--- config.mk ---
export PLATFORM = sky130hd
export DESIGN_NAME = serial_deserializer
export DESIGN_NICKNAME = d
export VERILOG_FILES = /design/src/rtl/serial_deserializer.sv
export SDC_FILE = /design/constraint.sdc
export NUM_CORES = 1
export LEC_CHECK = 0
export ABC_AREA = 1
export BUFFER_PORTS_ARGS = -buffer_cell sky130_fd_sc_hd__buf_2
export CAP_MARGIN = 20
export CORE_MARGIN = 2
export CORE_UTILIZATION = 58
export DETAILED_ROUTE_END_ITERATION = 7
export PLACE_DENSITY_LB_ADDON = 0.12
export SLEW_MARGIN = 10
export SYNTH_ARGS = -nofsm -noshare
export SYNTH_HDL_FRONTEND = slang
export SYNTH_SLANG_ARGS = --single-unit
--- constraint.sdc ---
create_clock -name clk -period 3.8 [get_ports clk]
set_input_delay 0.19 -clock clk [delete_from_list [all_inputs] [get_ports clk]]
set_output_delay 0.19 -clock clk [all_outputs]
set_load 0.02 [all_outputs]
--- src/rtl/serial_deserializer.sv ---
// -----------------------------------------------------------------------------
// serial_deserializer
//
// Serial-to-parallel capture stage fed by the registered q output of an
// upstream flip-flop. The line is idle high; a frame is a start bit (0),
// WIDTH data bits LSB-first, an optional even-parity bit and a stop bit (1).
// Good frames land in a one-entry valid/ready output register; framing,
// parity and overrun faults are reported as one-cycle pulses.
//
// Optional feature macro: SERIAL_DESER_PARITY_EN
//   defined   : frames carry an even-parity bit before the stop bit
//   undefined : no parity bit, parity_err is tied to 0
//
// Ports
//   clk         in   rising-edge clock
//   clear       in   asynchronous reset, active low
//   din         in   serial line
//   din_en      in   sample strobe, din is only evaluated when 1
//   data_out    out  [WIDTH-1:0] last accepted word
//   data_valid  out  data_out holds an unconsumed word
//   data_ready  in   downstream accepts the word
//   framing_err out  one-cycle pulse, stop bit sampled as 0
//   parity_err  out  one-cycle pulse, parity mismatch on a good stop
//   overrun     out  one-cycle pulse, good word dropped (slot full)
// -----------------------------------------------------------------------------
module serial_deserializer #(
    parameter int WIDTH = 8
) (
    input  logic             clk,
    input  logic             clear,
    input  logic             din,
    input  logic             din_en,
    output logic [WIDTH-1:0] data_out,
    output logic             data_valid,
    input  logic             data_ready,
    output logic             framing_err,
    output logic             parity_err,
    output logic             overrun
);

    localparam int                CNT_W    = (WIDTH > 1) ? $clog2(WIDTH) : 1;
    localparam logic [CNT_W-1:0] LAST_BIT = CNT_W'(WIDTH - 1);

`ifdef SERIAL_DESER_PARITY_EN
    typedef enum logic [1:0] {
        S_IDLE   = 2'd0,
        S_SHIFT  = 2'd1,
        S_PARITY = 2'd2,
        S_STOP   = 2'd3
    } state_t;
`else
    typedef enum logic [1:0] {
        S_IDLE  = 2'd0,
        S_SHIFT = 2'd1,
        S_STOP  = 2'd3
    } state_t;
`endif

    state_t           state_q, state_d;
    logic [CNT_W-1:0] bit_cnt_q, bit_cnt_d;
    logic [WIDTH-1:0] shift_q, shift_d;
    logic [WIDTH-1:0] data_out_q, data_out_d;
    logic             data_valid_q, data_valid_d;
    logic             framing_err_q, framing_err_d;
    logic             overrun_q, overrun_d;
    logic             parity_bad;

`ifdef SERIAL_DESER_PARITY_EN
    logic             par_q, par_d;
    logic             parity_err_q, parity_err_d;

    // Even parity: data bits XOR parity bit must be 0.
    assign parity_bad = (^shift_q) ^ par_q;
`else
    assign parity_bad = 1'b0;
`endif

    // Next-state, shift path and output slot.
    always_comb begin
        state_d       = state_q;
        bit_cnt_d     = bit_cnt_q;
        shift_d       = shift_q;
        data_out_d    = data_out_q;
        framing_err_d = 1'b0;
        overrun_d     = 1'b0;
`ifdef SERIAL_DESER_PARITY_EN
        par_d         = par_q;
        parity_err_d  = 1'b0;
`endif
        // A handshake empties the slot unless a new word loads on the same edge.
        data_valid_d  = (data_valid_q && data_ready) ? 1'b0 : data_valid_q;

        if (din_en) begin
            case (state_q)
                S_IDLE: begin
                    if (!din) begin
                        state_d   = S_SHIFT;
                        bit_cnt_d = '0;
                    end
                end
                S_SHIFT: begin
                    // Shift in from the MSB side so the first bit ends at bit 0.
                    shift_d = {din, shift_q[WIDTH-1:1]};
                    if (bit_cnt_q == LAST_BIT) begin
`ifdef SERIAL_DESER_PARITY_EN
                        state_d = S_PARITY;
`else
                        state_d = S_STOP;
`endif
                    end else begin
                        bit_cnt_d = bit_cnt_q + CNT_W'(1);
                    end
                end
`ifdef SERIAL_DESER_PARITY_EN
                S_PARITY: begin
                    par_d   = din;
                    state_d = S_STOP;
                end
`endif
                S_STOP: begin
                    state_d = S_IDLE;
                    // A bad stop bit outranks any parity fault.
                    if (!din) begin
                        framing_err_d = 1'b1;
                    end else if (parity_bad) begin
`ifdef SERIAL_DESER_PARITY_EN
                        parity_err_d = 1'b1;
`endif
                    end else if (data_valid_q && !data_ready) begin
                        overrun_d = 1'b1;
                    end else begin
                        data_out_d   = shift_q;
                        data_valid_d = 1'b1;
                    end
                end
                default: state_d = S_IDLE;
            endcase
        end
    end

    always_ff @(posedge clk or negedge clear) begin
        if (!clear) begin
            state_q       <= S_IDLE;
            bit_cnt_q     <= '0;
            shift_q       <= '0;
            data_out_q    <= '0;
            data_valid_q  <= 1'b0;
            framing_err_q <= 1'b0;
            overrun_q     <= 1'b0;
`ifdef SERIAL_DESER_PARITY_EN
            par_q         <= 1'b0;
            parity_err_q  <= 1'b0;
`endif
        end else begin
            state_q       <= state_d;
            bit_cnt_q     <= bit_cnt_d;
            shift_q       <= shift_d;
            data_out_q    <= data_out_d;
            data_valid_q  <= data_valid_d;
            framing_err_q <= framing_err_d;
            overrun_q     <= overrun_d;
`ifdef SERIAL_DESER_PARITY_EN
            par_q         <= par_d;
            parity_err_q  <= parity_err_d;
`endif
        end
    end

    assign data_out    = data_out_q;
    assign data_valid  = data_valid_q;
    assign framing_err = framing_err_q;
    assign overrun     = overrun_q;
`ifdef SERIAL_DESER_PARITY_EN
    assign parity_err  = parity_err_q;
`else
    assign parity_err  = 1'b0;
`endif

endmodule

==> impl_metrics.env, run 1 <==
export IMPL_status="completed"
export IMPL_hpwl_mm=1.34
export IMPL_reg2reg_depth=7
export IMPL_grt_overflow=0
export IMPL_min_period_ns=1.29
export IMPL_htree_levels=1
export IMPL_die_x_um=48.2
export IMPL_timing_fmax_ghz=0.774
export IMPL_finalHoldViolations=0
export IMPL_drtIter0Drc=17
export IMPL_grt_setup_unrepaired="false"
export IMPL_worstSetupStartpointType="flip-flop"
export IMPL_fill_cells=146
export IMPL_timing_slew_headroom=0.662
export IMPL_core_um2=1780
export IMPL_ys_types=19
export IMPL_grt_max_degree=25
export IMPL_hold_path_endpoint="framing_err$_DFF_PN0_"
export IMPL_finalSetupViolCount=0
export IMPL_die_area_um2=2320
export IMPL_yosys_area_top_type="dfrtp_1"
export IMPL_clock_latency_ns=0.31
export IMPL_antenna_found_initial=0
export IMPL_syn_nets=135
export IMPL_finClkSkew_ns=0.00460
export IMPL_rr_startpoint="bit_cnt_q[0]$_DFFE_PN0P_"
export IMPL_p_leak_nw=0.709
export IMPL_start_util=0.634
export IMPL_drive_gt1_frac=0.171
export IMPL_dieHeight_um=48.2
export IMPL_rows=15
export IMPL_grt_pass1_vias=721
export IMPL_ys_ff_latch=24
export IMPL_setup_tns_final_ns=0
export IMPL_wirelength_mm=1.81
export IMPL_avgSynthCellArea_um2=8.84
export IMPL_min_from="din"
export IMPL_netlist_area_um2=1130
export IMPL_timing_final_crit_share=0.340
export IMPL_cts_tree="done"
export IMPL_post_cts_setup_buffers=0
export IMPL_path_clk_slew_ns=0.13
export IMPL_peakVddDrop_uv=357
export IMPL_cts_resized=0
export IMPL_num_antenna_cells=0
export IMPL_maxCapViolCount=0
export IMPL_p_total_mw=0.919
export IMPL_ys_seq_area_frac=0.531
export IMPL_drc_errors=0
export IMPL_arrival_ns=1.56
export IMPL_ios=17
export IMPL_crit_path_end_kind="flip-flop"
export IMPL_path_max_fanout=4
export IMPL_gp_congestion=0.763
export IMPL_yosysWarnings=0
export IMPL_worstMarginPinSlew_ns=0.507
export IMPL_synth_area_top_cells="dfrtp_1 (53%), nand2_1 (12%), nand3_1 (8.0%)"
export IMPL_numCtsBuffers=3
export IMPL_cts_path_max_buffers=2
export IMPL_yosysTopAreaCellShare=0.531
export IMPL_synth_cells=128
export IMPL_cp_required_ns=4.06
export IMPL_firstDrtPassIters=4
export IMPL_syn2layout_area_growth_pct=13.3
export IMPL_portBuffers=15
export IMPL_dr_total_vias=838
export IMPL_critPathKind="flip-flop to flip-flop"
export IMPL_grt_pass1_wl_mm=3.08
export IMPL_avgRoutedWirePerCell_um=10.6
export IMPL_hold_depth=2
export IMPL_track_usage=0.191
export IMPL_power_density_nw_per_um2=717
export IMPL_num_nets_final=154
export IMPL_clock_sinks=24
export IMPL_vias_per_cell=4.90
export IMPL_r2r_slack_ns=2.51
export IMPL_seq_area_um2=601
export IMPL_hp_class="input pin to flip-flop"
export IMPL_multi_input_area_um2=429
export IMPL_drtAntennaViolNets=0
export IMPL_cts_root_buffer="clkbuf_4"
export IMPL_timing_rr_end="bit_cnt_q[1]$_DFFE_PN0P_"
export IMPL_report_final_slew_viol_count=0
[state kept, by name, summed over array words and instances, names as in the netlist]
name and count:
bit_cnt_q 3, data_out 8, data_valid 1, framing_err 1
overrun 1, shift_q 8, state_q 2
[worst max-delay path by stage]
stage / startpoint / endpoint / slack, ns
6_report: bit_cnt_q[0]$_DFFE_PN0P_ / bit_cnt_q[1]$_DFFE_PN0P_ / 2.51
5_1_grt: bit_cnt_q[0]$_DFFE_PN0P_ / bit_cnt_q[0]$_DFFE_PN0P_ / 2.39
4_1_cts: bit_cnt_q[0]$_DFFE_PN0P_ / bit_cnt_q[1]$_DFFE_PN0P_ / 2.49
3_5_place_dp: bit_cnt_q[0]$_DFFE_PN0P_ / bit_cnt_q[1]$_DFFE_PN0P_ / 2.52
3_3_place_gp: bit_cnt_q[0]$_DFFE_PN0P_ / bit_cnt_q[1]$_DFFE_PN0P_ / 2.57
2_1_floorplan: bit_cnt_q[0]$_DFFE_PN0P_ / bit_cnt_q[0]$_DFFE_PN0P_ / 2.62
[power by group]
group / internal (mW) / switching, mW
Sequential: 0.349 / 0.0601
Combinational: 0.129 / 0.199
Clock: 0.107 / 0.0746
[cell usage in the layout (no fill, tap or decap)]
cell           netlist  routed
inv_1               19      19
conb_1               1       1
nand2_4              1       1
bufinv_16            0       1
nand3_1             18      18
nand2_1             36      36
nand3_4              1       1
ha_1                 2       2
o21ai_1              2       2
nor2_1               5       5
a22oi_1              1       1
nand2_2              1       1
clkbuf_4             0       3
a21oi_4              1       1
inv_4                1       1
clkinv_2             1       1
buf_2                0      15
dlygate4sd3_1        0       1
o21bai_1            11      11
a21oi_1              1       1
dfrtp_1             24      24
[per-stage QoR]
stage,setup slack (ns),hold WS [ns],instance area (µm²),util,instances
3_3_place_gp,2.57,0.190,1220,0.684,166
6_report,2.51,0.111,1280,0.719,171
4_1_cts,2.49,0.107,1280,0.719,171
2_1_floorplan,2.62,-0.106,1130,-,128
3_5_place_dp,2.52,0.192,1220,0.684,166
5_1_grt,2.39,0.107,1280,0.719,171
[cells in the mapped netlist]
| library cell | number |
|---|---|
| dfrtp_1 | 24 |
| a21oi_4 | 1 |
| nand2_4 | 1 |
| nand2_2 | 1 |
| conb_1 | 1 |
| inv_1 | 19 |
| buf_4 | 1 |
| ha_1 | 2 |
| nand2_1 | 36 |
| a22oi_1 | 1 |
| a21oi_1 | 1 |
| nand3_1 | 18 |
| o21bai_1 | 11 |
| inv_4 | 1 |
| nand3_4 | 1 |
| o21ai_1 | 2 |
| nor2_1 | 5 |
| clkinv_2 | 1 |
| buf_6 | 1 |
[critical path, cell delays in order (launching register included)]
cell     delay (ns)
dfrtp_1        0.42
ha_1           0.21
ha_1           0.19
nand2_1        0.07
nand2_1        0.09
inv_1          0.11
nand3_1        0.09
nand2_1        0.08
[logic make-up after synthesis]
group	count (synthesis)	synth area share
flops	24	0.531
compound gates	16	0.107
simple gates	62	0.247
buf+inv	23	0.0896
fa+ha+maj	2	0.0221
other cells	1	0.00332
[layout make-up]
class / count / share of cell area
sequential: 24 / 0.469
multi-input combinational: 81 / 0.335
timing repair buffer: 16 / 0.0664
inverter: 21 / 0.0645
tap: 25 / 0.0244
clock inverter: 1 / 0.0234
clock buffer: 3 / 0.0176
[layer usage]
layer,up-vias,share of wire,track usage
li1,434,-,-
met1,387,0.47,0.262
met2,17,0.50,0.297
met3,0,0.036,0.0444
met4,0,0,0.0649
met5,-,0,0
[timing repair]
item / 4_1_cts / 5_1_grt
hold endpoints to repair: 24 / 0
setup endpoints to repair: 0 / 0
hold buffers: 1 / 0
(Power assumes the default switching activity.)
==> run 2: changes to the inputs <==
CORE_UTILIZATION = 49   (was 58)
clock period = 1.1 ns   (was 3.8 ns; I/O delays follow)
==> run 2 against run 1 <==
The run now ends with negative setup slack left. Wire length increased by 17%. Global-route usage is 0.64 points lower. Flip-flop and latch count unchanged. First-iteration DRC count fell by 29%. Critical path type unchanged.
==> impl_metrics.env, run 2 (synthesis results as in run 1) <==
export IMPL_start_util=0.516
export IMPL_power_density_nw_per_um2=2320
export IMPL_min_from="din_en"
export IMPL_worstMarginPinSlew_ns=0.526
export IMPL_placed_area_um2=1270
export IMPL_portBuffers=15
export IMPL_dpl_cell_count=173
export IMPL_peakVddDrop_uv=1300
export IMPL_dr_total_vias=893
export IMPL_finClkSkew_ns=0.00404
export IMPL_grt_pass1_vias=876
export IMPL_multi_input_area_um2=475
export IMPL_drc_errors=0
export IMPL_setup_slack_ns=-0.181
export IMPL_numCtsBuffers=3
export IMPL_hp_class="input pin to flip-flop"
export IMPL_cts_tree="done"
export IMPL_cts_path_max_buffers=2
export IMPL_maxCapViolCount=0
export IMPL_report_final_slew_viol_count=0
export IMPL_drive_gt1_frac=0.280
export IMPL_finalHoldViolations=0
export IMPL_grt_setup_unrepaired="true"
export IMPL_crit_path_end_kind="flip-flop"
export IMPL_syn2layout_area_growth_pct=25.0
export IMPL_drtIter0Drc=12
export IMPL_arrival_ns=1.48
export IMPL_hpwl_mm=1.53
export IMPL_finalInstanceArea_um2=1410
export IMPL_dieHeight_um=52.0
export IMPL_htree_levels=1
export IMPL_final_cells=185
export IMPL_vias_per_cell=4.83
export IMPL_p_total_mw=3.28
export IMPL_timing_final_crit_share=1.16
export IMPL_critPathKind="flip-flop to flip-flop"
export IMPL_cp_required_ns=1.30
export IMPL_grt_max_degree=25
export IMPL_cts_root_buffer="clkbuf_4"
export IMPL_startpoint="bit_cnt_q[1]$_DFFE_PN0P_"
export IMPL_antenna_found_initial=0
export IMPL_grt_pass1_wl_mm=3.68
export IMPL_rr_startpoint="bit_cnt_q[1]$_DFFE_PN0P_"
export IMPL_timing_slew_headroom=0.649
export IMPL_die_x_um=52.0
export IMPL_num_nets_final=165
export IMPL_track_usage=0.185
export IMPL_setup_tns_final_ns=-0.387
export IMPL_wirelength_mm=2.11
export IMPL_p_leak_nw=0.757
export IMPL_min_period_ns=1.28
export IMPL_clock_sinks=24
export IMPL_seq_area_um2=602
export IMPL_pre_cts_slack_ns=-0.146
export IMPL_violations="negative setup slack"
export IMPL_timing_fmax_ghz=0.780
export IMPL_clock_latency_ns=0.30
export IMPL_gp_congestion=0.729
export IMPL_rows=17
export IMPL_grt_overflow=0
export IMPL_worstSetupStartpointType="flip-flop"
export IMPL_status="complete, but fails checks"
export IMPL_whs_ns=0.0333
export IMPL_die_area_um2=2710
export IMPL_final_common_cell="nand2_1"
export IMPL_finalSetupViolCount=3
export IMPL_path_max_fanout=4
export IMPL_fill_cells=191
export IMPL_core_um2=2190
export IMPL_ios=17
export IMPL_avgRoutedWirePerCell_um=11.4
export IMPL_firstDrtPassIters=4
export IMPL_drtAntennaViolNets=0
export IMPL_num_antenna_cells=0
export IMPL_path_clk_slew_ns=0.12
export IMPL_final_cell_mix="nand2_1 (33), dfrtp_1 (23), nand3_1 (18)"
export IMPL_final_core_util=0.645
## run 2: cell count changes in the layout (fill, tap and decap cells not counted), moves of 2 or more
| cell | previous run | this run |
|---|---|---|
| buf_4 | 0 | 9 |
| ha_1 | 2 | 0 |
| inv_1 | 19 | 16 |
| inv_2 | 0 | 3 |
| nand2_1 | 36 | 33 |
| nand2_4 | 1 | 3 |
## run 2: repair_timing
action / 4_1_cts / 5_1_grt
endpoints found under the setup margin: 4 / 22
buffers inserted: 1 / 5
gates resized for setup: 3 / 11
hold buffers: 2 / 0
pin swaps: 1 / 8
endpoints found under the hold margin: 25 / 0
## run 2: worst paths after layout
path | cells past startpoint | slack [ns] | to
worst max-delay path | 6 | -0.18 | bit_cnt_q[1]$_DFFE_PN0P_
worst min-delay path | 2 | 0.03 | state_q[0]$_DFFE_PN0P_
worst max register to register | 6 | -0.18 | bit_cnt_q[1]$_DFFE_PN0P_
worst min register to register | 2 | 0.49 | shift_q[0]$_DFFE_PN0P_
max in group asynchronous | 2 | 0.48 | state_q[0]$_DFFE_PN0P_
min in group asynchronous | 2 | 0.24 | framing_err$_DFF_PN0_
## run 2: where the power goes
group	total, mW	internal, mW	switching, mW	leakage, nW
clock network	0.447	0.202	0.245	0.0210
logic	1.40	0.624	0.772	0.443
registers	1.43	1.21	0.226	0.294
total	3.28	2.03	1.24	0.757
## run 2: layout make-up
cell class,instances,area share
clock buffers,4,0.0257
inverters,21,0.0646
well taps,28,0.0248
flip-flops and latches,24,0.426
repair buffers,27,0.123
multi-input cells,81,0.336
## run 2: critical path: stages, from the launching register on
cell      delay, ns
dfrtp_1        0.41
ha_2           0.21
ha_4           0.16
nand2_4        0.07
nand2_4        0.06
o21bai_1       0.17
nand2_1        0.08
## run 2: layer usage
layer,up-vias,wire length [µm],global-route usage
met5,-,0,0
met4,0,17,0.0658
met3,2,60,0.0259
met2,12,1110,0.338
met1,417,922,0.217
li1,462,-,-
